**config.mk**
```make
export PLATFORM = sky130hd
export DESIGN_NAME = alineador_simbolos
export DESIGN_NICKNAME = d
export VERILOG_FILES = /design/src/rtl/alineador_simbolos.sv
export SDC_FILE = /design/constraint.sdc
export NUM_CORES = 1
export LEC_CHECK = 0
export BUFFER_PORTS_ARGS = -buffer_cell sky130_fd_sc_hd__buf_4
export CAP_MARGIN = 20
export CORE_MARGIN = 2
export CORE_UTILIZATION = 52
export DETAILED_ROUTE_END_ITERATION = 10
export HOLD_SLACK_MARGIN = 0.02
export PLACE_DENSITY = 0.85
export SYNTH_ARGS = -nofsm -noshare
export SYNTH_HDL_FRONTEND = slang
export SYNTH_SLANG_ARGS = --single-unit
```
**constraint.sdc**
```tcl
create_clock -name clkRx -period 2.2 [get_ports clkRx]
set_clock_uncertainty 0.1 [all_clocks]
set_input_delay 0.33 -clock clkRx [delete_from_list [all_inputs] [get_ports clkRx]]
set_output_delay 0.33 -clock clkRx [all_outputs]
set_load 0.02 [all_outputs]
```
**src/rtl/alineador_simbolos.sv**
```systemverilog
// Comma alignment for the serial 8b10b receive path: frames the bit stream into
// 10-bit symbols on K28.5 commas, keeps symbol lock and drops it after repeated
// off-phase commas.
module alineador_simbolos #(
    parameter int unsigned LOCK_COMMAS = 2,
    parameter int unsigned ERR_LIMIT   = 4
) (
    input  logic       clkRx,
    input  logic       rst,
    input  logic       enb,
    input  logic       serialIn,
    output logic [9:0] symbol,
    output logic       symValid,
    output logic       commaDet,
    output logic       locked,
    output logic       alignErr
);

    typedef enum logic [1:0] {StHunt, StCheck, StLocked} state_t;

    state_t     state_q, state_d;
    logic [9:0] w_q;
    logic [3:0] ph_q, ph_d;
    logic [3:0] c_cnt_q, c_cnt_d;
    logic [3:0] e_cnt_q, e_cnt_d;

    logic       hit, bnd;
    logic [3:0] ph_inc;
    logic [4:0] c_next, e_next;
    logic       emit, err;

    logic [9:0] symbol_q;
    logic       sym_valid_q, comma_det_q, locked_q, align_err_q;

    // Window holds the last ten bits, oldest in bit 0 so a framed symbol reads a..j.
    assign hit    = (w_q == 10'h17C) || (w_q == 10'h283);
    assign bnd    = (ph_q == 4'd0);
    assign ph_inc = (ph_q == 4'd9) ? 4'd0 : ph_q + 4'd1;
    assign c_next = {1'b0, c_cnt_q} + 5'd1;
    assign e_next = {1'b0, e_cnt_q} + 5'd1;

    // State, phase, window and counter registers.
    always_ff @(posedge clkRx) begin
        if (rst) begin
            state_q <= StHunt;
            w_q     <= '0;
            ph_q    <= '0;
            c_cnt_q <= '0;
            e_cnt_q <= '0;
        end else if (enb) begin
            state_q <= state_d;
            w_q     <= {serialIn, w_q[9:1]};
            ph_q    <= ph_d;
            c_cnt_q <= c_cnt_d;
            e_cnt_q <= e_cnt_d;
        end
    end

    // Next-state: lock acquisition, re-alignment and loss of lock.
    always_comb begin
        state_d = state_q;
        ph_d    = ph_inc;
        c_cnt_d = c_cnt_q;
        e_cnt_d = e_cnt_q;
        unique case (state_q)
            StHunt: begin
                if (hit) begin
                    // A comma defines the boundary: this cycle acts as phase 0.
                    ph_d    = 4'd1;
                    c_cnt_d = 4'd1;
                    state_d = (LOCK_COMMAS <= 1) ? StLocked : StCheck;
                end
            end
            StCheck: begin
                if (bnd) begin
                    if (hit) begin
                        c_cnt_d = (c_cnt_q == 4'hF) ? c_cnt_q : c_next[3:0];
                        if (c_next >= 5'(LOCK_COMMAS)) begin
                            state_d = StLocked;
                        end
                    end
                end else if (hit) begin
                    ph_d    = 4'd1;
                    c_cnt_d = 4'd1;
                end
            end
            StLocked: begin
                if (bnd) begin
                    if (hit) begin
                        e_cnt_d = '0;
                    end
                end else if (hit) begin
                    e_cnt_d = (e_cnt_q == 4'hF) ? e_cnt_q : e_next[3:0];
                    if (e_next >= 5'(ERR_LIMIT)) begin
                        state_d = StHunt;
                        e_cnt_d = '0;
                        c_cnt_d = '0;
                    end
                end
            end
            default: state_d = StHunt;
        endcase
    end

    // Output decode: which cycles emit a symbol and which flag an alignment error.
    always_comb begin
        emit = 1'b0;
        err  = 1'b0;
        unique case (state_q)
            StHunt:   emit = hit;
            StCheck:  emit = bnd | hit;
            StLocked: begin
                emit = bnd;
                err  = hit & ~bnd;
            end
            default:  emit = 1'b0;
        endcase
    end

    // Registered outputs; strobes are cleared on disabled cycles.
    always_ff @(posedge clkRx) begin
        if (rst) begin
            symbol_q    <= '0;
            sym_valid_q <= 1'b0;
            comma_det_q <= 1'b0;
            locked_q    <= 1'b0;
            align_err_q <= 1'b0;
        end else if (enb) begin
            if (emit) begin
                symbol_q <= w_q;
            end
            sym_valid_q <= emit;
            comma_det_q <= emit & hit;
            locked_q    <= (state_q == StLocked);
            align_err_q <= err;
        end else begin
            sym_valid_q <= 1'b0;
            comma_det_q <= 1'b0;
            align_err_q <= 1'b0;
        end
    end

    assign symbol   = symbol_q;
    assign symValid = sym_valid_q;
    assign commaDet = comma_det_q;
    assign locked   = locked_q;
    assign alignErr = align_err_q;

endmodule

```
==> impl_summary.md, run 1 <==
Status
The run finished, with violations left. The final reports fail on setup timing.

Setup path
The delay contributed by the slowest stage of the critical path is 0.53 ns. The highest fanout seen on the critical path is 4. The startpoint-to-endpoint class of the critical path is reg -> reg.

The beginning of the worst register-to-register path is w_q[6]$_SDFFE_PP0P_. The most critical setup path has its startpoint at w_q[6]$_SDFFE_PP0P_. For this design, the slowest cell found on the critical path is sky130_fd_sc_hd__or4_4. The endpoint identified for the worst register-to-register timing path is c_cnt_q[3]$_SDFFE_PP0P_. The type of origin of the critical path is a flip-flop. The length in cells of the worst reg-to-reg path is 8. The endpoint class of the critical path is a flip-flop.

The setup slack of the worst register-to-register path is -0.01 ns. The critical path goes through or4_4, nor4b_4, buf_4, o221ai_2, a21oi_2, buf_4, a21oi_1, a21bo_1. The end point of the critical path is c_cnt_q[3]$_SDFFE_PP0P_. The required time of the worst setup path is 2.41 ns.

The most used cell along the critical path is sky130_fd_sc_hd__buf_4. The arrival time reported for the critical path endpoint is 2.42 ns.

Timing
The transition at the pin with the smallest max-transition slack is 0.388 ns. For the finished layout, the period the worst path requires is 2.21 ns. The total negative slack is -0.0239 ns. Of the available clock period, the critical path in the final layout requires 100%. Headroom to the max-slew limit came out at 74.2%. Once routing completed, OpenROAD measured the worst setup slack at -0.0100 ns. The number of pins exceeding their max-slew limit in the final report came to 0.

The number of hold-slack violations in the final timing report came to 0. The upper clock frequency limit is 452 MHz. Setup repair after global routing could not meet its margin everywhere. Setup violations remaining at the end of the flow were counted as 6.

Power and ir drop
The fraction of power consumed by sequential logic is 55.5%. The power per unit of standard cell area is 562 nW/µm². The worst voltage drop across the vdd grid is 0.551 mV. The leakage power of the design is 0.000895 µW.

Internal power comes to 964 µW. The power consumption is 1260 µW. Combinational cells account for 6.1% of the total power. Net switching is 23.5% of the power.

For this design the total switching power over the nets is 296 µW. The relative contribution of the clock network to total power is 38.4%.

Layout
After the last flow step, the layout net total stands at 249. Of the cells placed in the final design, the portion with a size suffix greater than 1 is 23.4%. For this run, the share of the core covered by cells in the final layout is 66.6%. Leaving out filler cells and counting taps, the final layout contains 281.

The area overhead of the layout relative to synthesis is 21.5%. The number of antenna diodes in the final layout is 0. The filler cells instantiated in the layout total 288.

Global route
The total overflow left after global routing is 0. The met3 track demand over resource in global routing is 4.82%. Entering global routing, the biggest net connects 40 pins.

The layer flagged by global routing as most heavily used is met2. In the global route stage, overall resource usage came out at 19.6%. The number of antenna violations at the first check in global routing is 0. The number of global-route vias before repair is 1410.

The first global-routing pass estimated 6220 µm of wire. For this run, global-route usage on met2 was measured as 32.9%. Global routing consumed, on the met1 layer, 23.9% of the routing resources.

Placement
The HPWL after detailed placement is 2520 µm. The number of buffers added on ports is 17. The worst setup slack after placement is -0.0942 ns. The count of placed standard cells including taps is 268. The global placement routability congestion is 0.832.

Clock tree
The latest clock arrival within the worst-skew pair is 0.35 ns. Counting along the longest clock path gives a buffer depth of 2. The number of sinks on the clock net is 38.

TritonCTS built the clock tree. The master cell of the clock root buffer is sky130_fd_sc_hd__clkbuf_4. Clock-pin slew was measured on the worst setup and hold paths at 0.12 ns. The clock tree synthesis step divided the H-tree into 2 levels. After clock tree synthesis, the flow added hold-fix buffers numbering 0. TritonCTS created 5 clock buffers.

Logic synthesis
The main combinational cell family by area after synthesis is simple AND/OR/NAND/NOR gates. The multiplexer share of the synthesized area is 11.4%. The biggest area contributor in the post-synthesis netlist is sky130_fd_sc_hd__dfxtp_1.

Each instance of the synthesized netlist takes up on average 9.22 µm². In the post-synthesis netlist, the biggest area contributors are sky130_fd_sc_hd__dfxtp_1, sky130_fd_sc_hd__mux2i_1, sky130_fd_sc_hd__ha_1, sky130_fd_sc_hd__nor2_1, sky130_fd_sc_hd__a21oi_1. Summing the areas of all compound-gate instances in the mapped netlist gives 13.0% of the synthesized area.

The count of cell types in the netlist is 42. The adder-cell area share of the yosys netlist is 7.47%. The number of nets handed over by synthesis was 215. Sequential elements use 41.3% of the synthesized area. The register bit total from synthesis is 38. The cell area that synthesis handed to floorplanning was 1840 µm². Synthesis produced 200 cells. The number of warnings issued by yosys is 0. The synthesized design devotes to its leading area cell type 41.3% of total area. The simple-gate share of the synthesized area is 23.6%.

The post-synthesis xor/xnor area fraction is 0%.

Routing
The number of routed nets with antenna violations is 0. The via count is 1552. The wire length after detailed routing is 3790 µm. Before antenna repair, the detailed router went through 4 iterations.

The wire length per cell after detailed routing is 13.5 µm. The first routing iteration left 100 violations. The post-detailed-route via-to-cell ratio is 5.52. The number of design rule violations left after detail routing is 0.

Run
The tool flagged a number of max-cap violations equal to 0.

Hold path
The tightest min-delay check is of the in -> reg type.

Die
In this run the core area contains 21 standard-cell rows. The area of the core is 3360 µm². The floorplan step set the die width to 63.5 µm. Once the floorplan was initialized, standard cells occupied 54.8% of the core. The die covers 4040 µm². In this run the count of I/O pins placed on the die edge is 18. The floorplan step set the die height to 63.5 µm.
-- flip-flops by register name, indices dropped and copies added (netlist names), 2 cells and up --
signal   count
state_q      2
w_q         10
ph_q         4
symbol      10
c_cnt_q      4
e_cnt_q      4
-- cell usage in the layout (no fill, tap or decap), types with 3 or more instances in the layout --
cell,synthesis,routed
sky130_fd_sc_hd__clkbuf_4,0,5
sky130_fd_sc_hd__nor2_1,30,29
sky130_fd_sc_hd__nand4b_1,3,3
sky130_fd_sc_hd__inv_1,7,7
sky130_fd_sc_hd__nand3_1,8,8
sky130_fd_sc_hd__mux2i_1,21,21
sky130_fd_sc_hd__nand2b_1,6,6
sky130_fd_sc_hd__dfxtp_1,38,37
sky130_fd_sc_hd__buf_4,0,33
sky130_fd_sc_hd__nand2_1,14,14
sky130_fd_sc_hd__ha_1,11,11
sky130_fd_sc_hd__and2_1,3,3
sky130_fd_sc_hd__a21oi_1,15,13
-- Yosys cell counts --
cell type	count
sky130_fd_sc_hd__nor4b_4	1
sky130_fd_sc_hd__nand4_1	2
sky130_fd_sc_hd__nand3_1	8
sky130_fd_sc_hd__or2_2	1
sky130_fd_sc_hd__a211oi_1	2
sky130_fd_sc_hd__a22o_1	1
sky130_fd_sc_hd__nor4bb_1	1
sky130_fd_sc_hd__a311oi_1	1
sky130_fd_sc_hd__nor4_1	1
sky130_fd_sc_hd__o21ai_1	2
sky130_fd_sc_hd__o21bai_1	1
sky130_fd_sc_hd__mux2i_1	21
sky130_fd_sc_hd__a311oi_2	1
sky130_fd_sc_hd__clkbuf_1	5
sky130_fd_sc_hd__ha_1	11
sky130_fd_sc_hd__a21oi_1	15
sky130_fd_sc_hd__nand2_1	14
sky130_fd_sc_hd__o31ai_1	1
sky130_fd_sc_hd__a31o_2	1
sky130_fd_sc_hd__o21ai_0	2
sky130_fd_sc_hd__nand2b_1	6
sky130_fd_sc_hd__and2_1	3
sky130_fd_sc_hd__nand4b_1	3
sky130_fd_sc_hd__nor2b_1	1
sky130_fd_sc_hd__o221ai_1	2
sky130_fd_sc_hd__nor3b_2	2
sky130_fd_sc_hd__buf_1	1
sky130_fd_sc_hd__o211ai_1	1
sky130_fd_sc_hd__nor4b_1	1
sky130_fd_sc_hd__inv_1	7
sky130_fd_sc_hd__a21boi_0	1
sky130_fd_sc_hd__a31oi_1	2
sky130_fd_sc_hd__buf_6	1
sky130_fd_sc_hd__dfxtp_1	38
sky130_fd_sc_hd__or4_4	1
sky130_fd_sc_hd__o311ai_1	1
sky130_fd_sc_hd__o22a_1	1
sky130_fd_sc_hd__nor2_1	30
sky130_fd_sc_hd__a21bo_1	1
sky130_fd_sc_hd__nor3b_1	2
sky130_fd_sc_hd__and4bb_1	1
sky130_fd_sc_hd__nor3_1	2
-- layer usage --
metal	share of wire (%)	wire (µm)
met5	0	0
met4	1.7	63
met2	48	1840
met1	46	1740
met3	4.1	154
-- worst max-delay path: cells and delay by family, from the launching register on --
kind	cells	cell delay (ns)
flip-flops	1	0.34
AND/OR/NAND/NOR	2	0.80
AO/OA/AOI/OAI	4	0.58
buffers and inverters	2	0.35
-- area by class of cell --
cell class                 instances  area, µm²  share of cell area, %
sequential                        38        762                   34.0
inverter                           7       26.3                   1.17
timing repair buffer              34        253                   11.3
clock buffer                       5       37.5                   1.68
multi-input combinational        148       1060                   47.3
clock inverter                     3       45.0                   2.01
tap                               46       57.6                   2.57
-- cell families (layout without fill, tap and decap cells) --
| logic type | after synthesis | count (layout) |
|---|---|---|
| and+or+nand+nor | 80 | 80 |
| DFF | 38 | 38 |
| AOI/OAI and AO/OA | 36 | 36 |
| muxes | 21 | 21 |
| buffers and inverters | 14 | 49 |
| adders and majority gates | 11 | 11 |
-- power by group through the flow --
stage | clock [µW] | sequential, µW | combinational (µW)
4_1_cts | 495 | 699 | 72.1
3_3_place_gp | 0 | 714 | 68.9
6_report | 483 | 699 | 77.1
3_5_place_dp | 0 | 715 | 70.4
5_1_grt | 527 | 700 | 85.5
2_1_floorplan | 0 | 714 | 47.3
-- what timing repair did --
item,CTS,global route
pin swaps,1,5
gates cloned,0,1
gates resized for setup,1,7
endpoints found under the setup margin,9,21
buffers inserted,1,3
-- stage by stage --
| stage | cell area (µm²) | hold slack, ns |
|---|---|---|
| after floorplan | 1850 | 0.347 |
| after global placement | 2090 | 0.355 |
| after detailed placement | 2090 | 0.363 |
| after CTS | 2190 | 0.106 |
| after global routing | 2240 | 0.142 |
| final | 2240 | 0.117 |
-- worst min path at each step --
stage               depth (start not counted)  slack, ns                      end               startpoint
floorplan                                   1       0.35  e_cnt_q[2]$_SDFFE_PP0P_  e_cnt_q[2]$_SDFFE_PP0P_
global placement                            2       0.36      locked$_SDFFE_PP0P_      locked$_SDFFE_PP0P_
detailed placement                          2       0.36      locked$_SDFFE_PP0P_      locked$_SDFFE_PP0P_
CTS                                         3       0.11      w_q[9]$_SDFFE_PP0P_                 serialIn
global route                                3       0.14      w_q[9]$_SDFFE_PP0P_                 serialIn
finish                                      3       0.12      w_q[9]$_SDFFE_PP0P_                 serialIn
Power figures use the tool's default switching activity.
==> inputs of run 2 (changes only) <==
--- a/config.mk
+++ b/config.mk
@@ -8,10 +8,10 @@
 export BUFFER_PORTS_ARGS = -buffer_cell sky130_fd_sc_hd__buf_4
 export CAP_MARGIN = 20
 export CORE_MARGIN = 2
-export CORE_UTILIZATION = 52
+export CORE_UTILIZATION = 55
 export DETAILED_ROUTE_END_ITERATION = 10
 export HOLD_SLACK_MARGIN = 0.02
-export PLACE_DENSITY = 0.85
+export PLACE_DENSITY = 0.86
 export SYNTH_ARGS = -nofsm -noshare
 export SYNTH_HDL_FRONTEND = slang
 export SYNTH_SLANG_ARGS = --single-unit
==> constraint.sdc (replaced) <==
create_clock -name clkRx -period 2.83 [get_ports clkRx]
set_clock_uncertainty 0.1 [all_clocks]
set_input_delay 0.4245 -clock clkRx [delete_from_list [all_inputs] [get_ports clkRx]]
set_output_delay 0.4245 -clock clkRx [all_outputs]
set_load 0.02 [all_outputs]
==> run 2 against run 1 <==
The flow now finishes without violations. Global-route usage down 0.26 points. Critical path depth down 1. Clock power down 1%. Hold slack better by 0.097 ns. Largest power group unchanged. Critical endpoint is now symbol[8]$_SDFFE_PP0P_.
==> impl_summary.md, run 2 (synthesis results as in run 1) <==
Timing
The total negative slack is 0 ns (was -0.0239 ns). The minimum clock period is 2.50 ns (was 2.21 ns). Setup repair after global routing missed its margin: false (was true).

The number of pins exceeding their max-slew limit in the final report is 0 (unchanged). The number of hold-slack violations in the final timing report is 0 (unchanged). The setup-violating endpoint count in the final report is 0 (was 6).

The upper clock frequency limit came to 400 MHz (was 452 MHz). The remaining max-slew budget at the tightest pin came to 54.5% (was 74.2%). The transition at the pin with the smallest max-transition slack is 0.680 ns (was 0.388 ns). The ratio of final minimum period to clock period was 88.3% (was 100%).

Setup path
The highest fanout seen on the critical path is 12 (was 4). The required time of the worst setup path is 2.96 ns (was 2.41 ns). The startpoint-to-endpoint class of the critical path is reg -> reg (unchanged). The endpoint class of the critical path is a flip-flop (unchanged). The type of origin of the critical path is a flip-flop (unchanged).

The arrival time reported for the critical path endpoint is 2.63 ns (was 2.42 ns).

Routing
The post-detailed-route via-to-cell ratio is 5.56 (was 5.52). The wire length per cell after detailed routing came to 12.6 µm (was 13.5 µm). The number of design rule violations left after detail routing is 0 (unchanged). The starting DRC count in detailed routing is 58 (was 100).

The number of detailed-routing iterations run before antenna repair came to 4 (unchanged). The via count is 1480 (was 1552). The wire length after detailed routing is 3340 µm (was 3790 µm).

The number of routed nets with antenna violations was 0 (unchanged).

Clock tree
The latest clock arrival within the worst-skew pair is 0.35 ns (about the same). The post-CTS setup-driven buffer insertion count is 0 (was 1). The number of buffers created by CTS is 5 (unchanged). The number of sinks on the clock net came to 38 (unchanged). The number of gates given a new drive strength after cts is 0 (was 1). The master cell of the clock root buffer is sky130_fd_sc_hd__clkbuf_4 (unchanged). The clock transition at the register clock pins on the worst setup and hold paths after CTS is 0.11 ns (was 0.12 ns). The hold buffer count at CTS is 0 (unchanged).

The maximum level of the CTS H-tree is 2 (unchanged). The clock tree from TritonCTS is done (unchanged). The maximum buffer depth of the clock tree is 2 (unchanged).

Layout
The count of nets after finishing is 234 (was 249). The count of placed standard cells in the final layout, fillers left out is 266 (was 281). The diode insertion count for antenna repair was 0 (unchanged).

Highest-count cells in the layout ignoring fill and taps: sky130_fd_sc_hd__dfxtp_1, sky130_fd_sc_hd__nor2_1, sky130_fd_sc_hd__mux2i_1, sky130_fd_sc_hd__buf_4, sky130_fd_sc_hd__a21oi_1 (was sky130_fd_sc_hd__dfxtp_1, sky130_fd_sc_hd__buf_4, sky130_fd_sc_hd__nor2_1, sky130_fd_sc_hd__mux2i_1, sky130_fd_sc_hd__nand2_1). The post-route standard cell area excluding fillers came to 2120 µm² (was 2240 µm²). The most common cell after layout, fill and taps aside was sky130_fd_sc_hd__dfxtp_1 (unchanged). The layout cell share with drive strength beyond 1 is 15.5% (was 23.4%). The area overhead of the layout relative to synthesis is 15.1% (was 21.5%).

Status
Run status: complete, no violations (was finished with violations).

Die
The area of the core came to 3280 µm² (was 3360 µm²). The die outline height is 61.9 µm (was 63.5 µm). The effective utilization at floorplan is 56.1% (was 54.8%). The floorplan die area is 3830 µm² (was 4040 µm²). The count of pins on the block boundary is 18 (unchanged). The chip width was 61.9 µm (was 63.5 µm).

The number of placement rows is 21 (unchanged).

Placement
The final HPWL from detailed placement is 2300 µm (was 2520 µm). The post-detailed-placement cell area is 2010 µm² (was 2090 µm²). The global placement routability congestion is 0.834 (was 0.832). The number of buffers added on ports came to 17 (unchanged).

The count of placed standard cells including taps is 258 (was 268).

Global route
The number of global-route vias before repair came to 1275 (was 1410). The global routing usage summed across all routing layers is 19.4% (was 19.6%). The wire length of the first global-routing pass is 5590 µm (was 6220 µm). The number of antenna violations at the first check in global routing came to 0 (unchanged).

The largest net degree at the start of global routing was 40 (unchanged). The residual overflow from global routing is 0 (unchanged).

Power and ir drop
The leakage power of the design is 0.000841 µW (was 0.000895 µW). The power per unit of standard cell area is 504 nW/µm² (was 562 nW/µm²). The worst voltage drop across the vdd grid was 0.333 mV (was 0.551 mV). The power consumption is 1070 µW (was 1260 µW).

Run
The number of max-capacitance violations reported is 0 (unchanged).

Hold path
The path type of the worst min-delay path is in -> reg (unchanged).
## run 2: metal layers
metal	track usage [%]	wire length, µm
met1	25.9	1570
met2	30.2	1620
met3	5.59	122
met4	6.38	31
met5	0	0
## run 2: layout make-up
cell class	instances	area, µm²
fill	285	1160
inverter	7	26.3
sequential	38	761
timing repair buffer	19	143
clock buffer	6	51.3
tap	46	57.6
multi-input combinational	148	1020
clock inverter	2	60.1
## run 2: worst paths after layout
check / start / endpoint / slack (ns) / cells past startpoint
worst max-delay path: w_q[3]$_SDFFE_PP0P_ / symbol[8]$_SDFFE_PP0P_ / 0.33 / 7
worst min-delay path: serialIn / w_q[9]$_SDFFE_PP0P_ / 0.21 / 3
worst max register to register: w_q[3]$_SDFFE_PP0P_ / symbol[8]$_SDFFE_PP0P_ / 0.33 / 7
worst min register to register: locked$_SDFFE_PP0P_ / locked$_SDFFE_PP0P_ / 0.38 / 2
## run 2: power breakdown
part	internal, µW	switching, µW	leakage [µW]
Sequential	539	5.81	0.000307
Combinational	17.3	30.6	0.000476
Clock	299	177	0.0000585
Total	855	214	0.000841
## run 2: worst max-delay path: stages (launching register included)
cell,delay [ns]
sky130_fd_sc_hd__dfxtp_1,0.36
sky130_fd_sc_hd__or4_4,0.55
sky130_fd_sc_hd__nor4b_4,0.41
sky130_fd_sc_hd__o31ai_1,0.15
sky130_fd_sc_hd__a311oi_2,0.29
sky130_fd_sc_hd__buf_4,0.26
sky130_fd_sc_hd__mux2i_1,0.22
sky130_fd_sc_hd__nor2_1,0.05
## run 2: per-stage QoR
| stage | utilization (%) | setup slack [ns] | hold slack (ns) |
|---|---|---|---|
| finish | 64.6 | 0.330 | 0.214 |
| global route | 64.6 | 0.157 | 0.222 |
| CTS | 64.6 | 0.314 | 0.200 |
| detailed placement | 61.2 | 0.334 | 0.372 |
| global placement | 61.2 | 0.420 | 0.362 |
| floorplan | - | 0.427 | 0.347 |
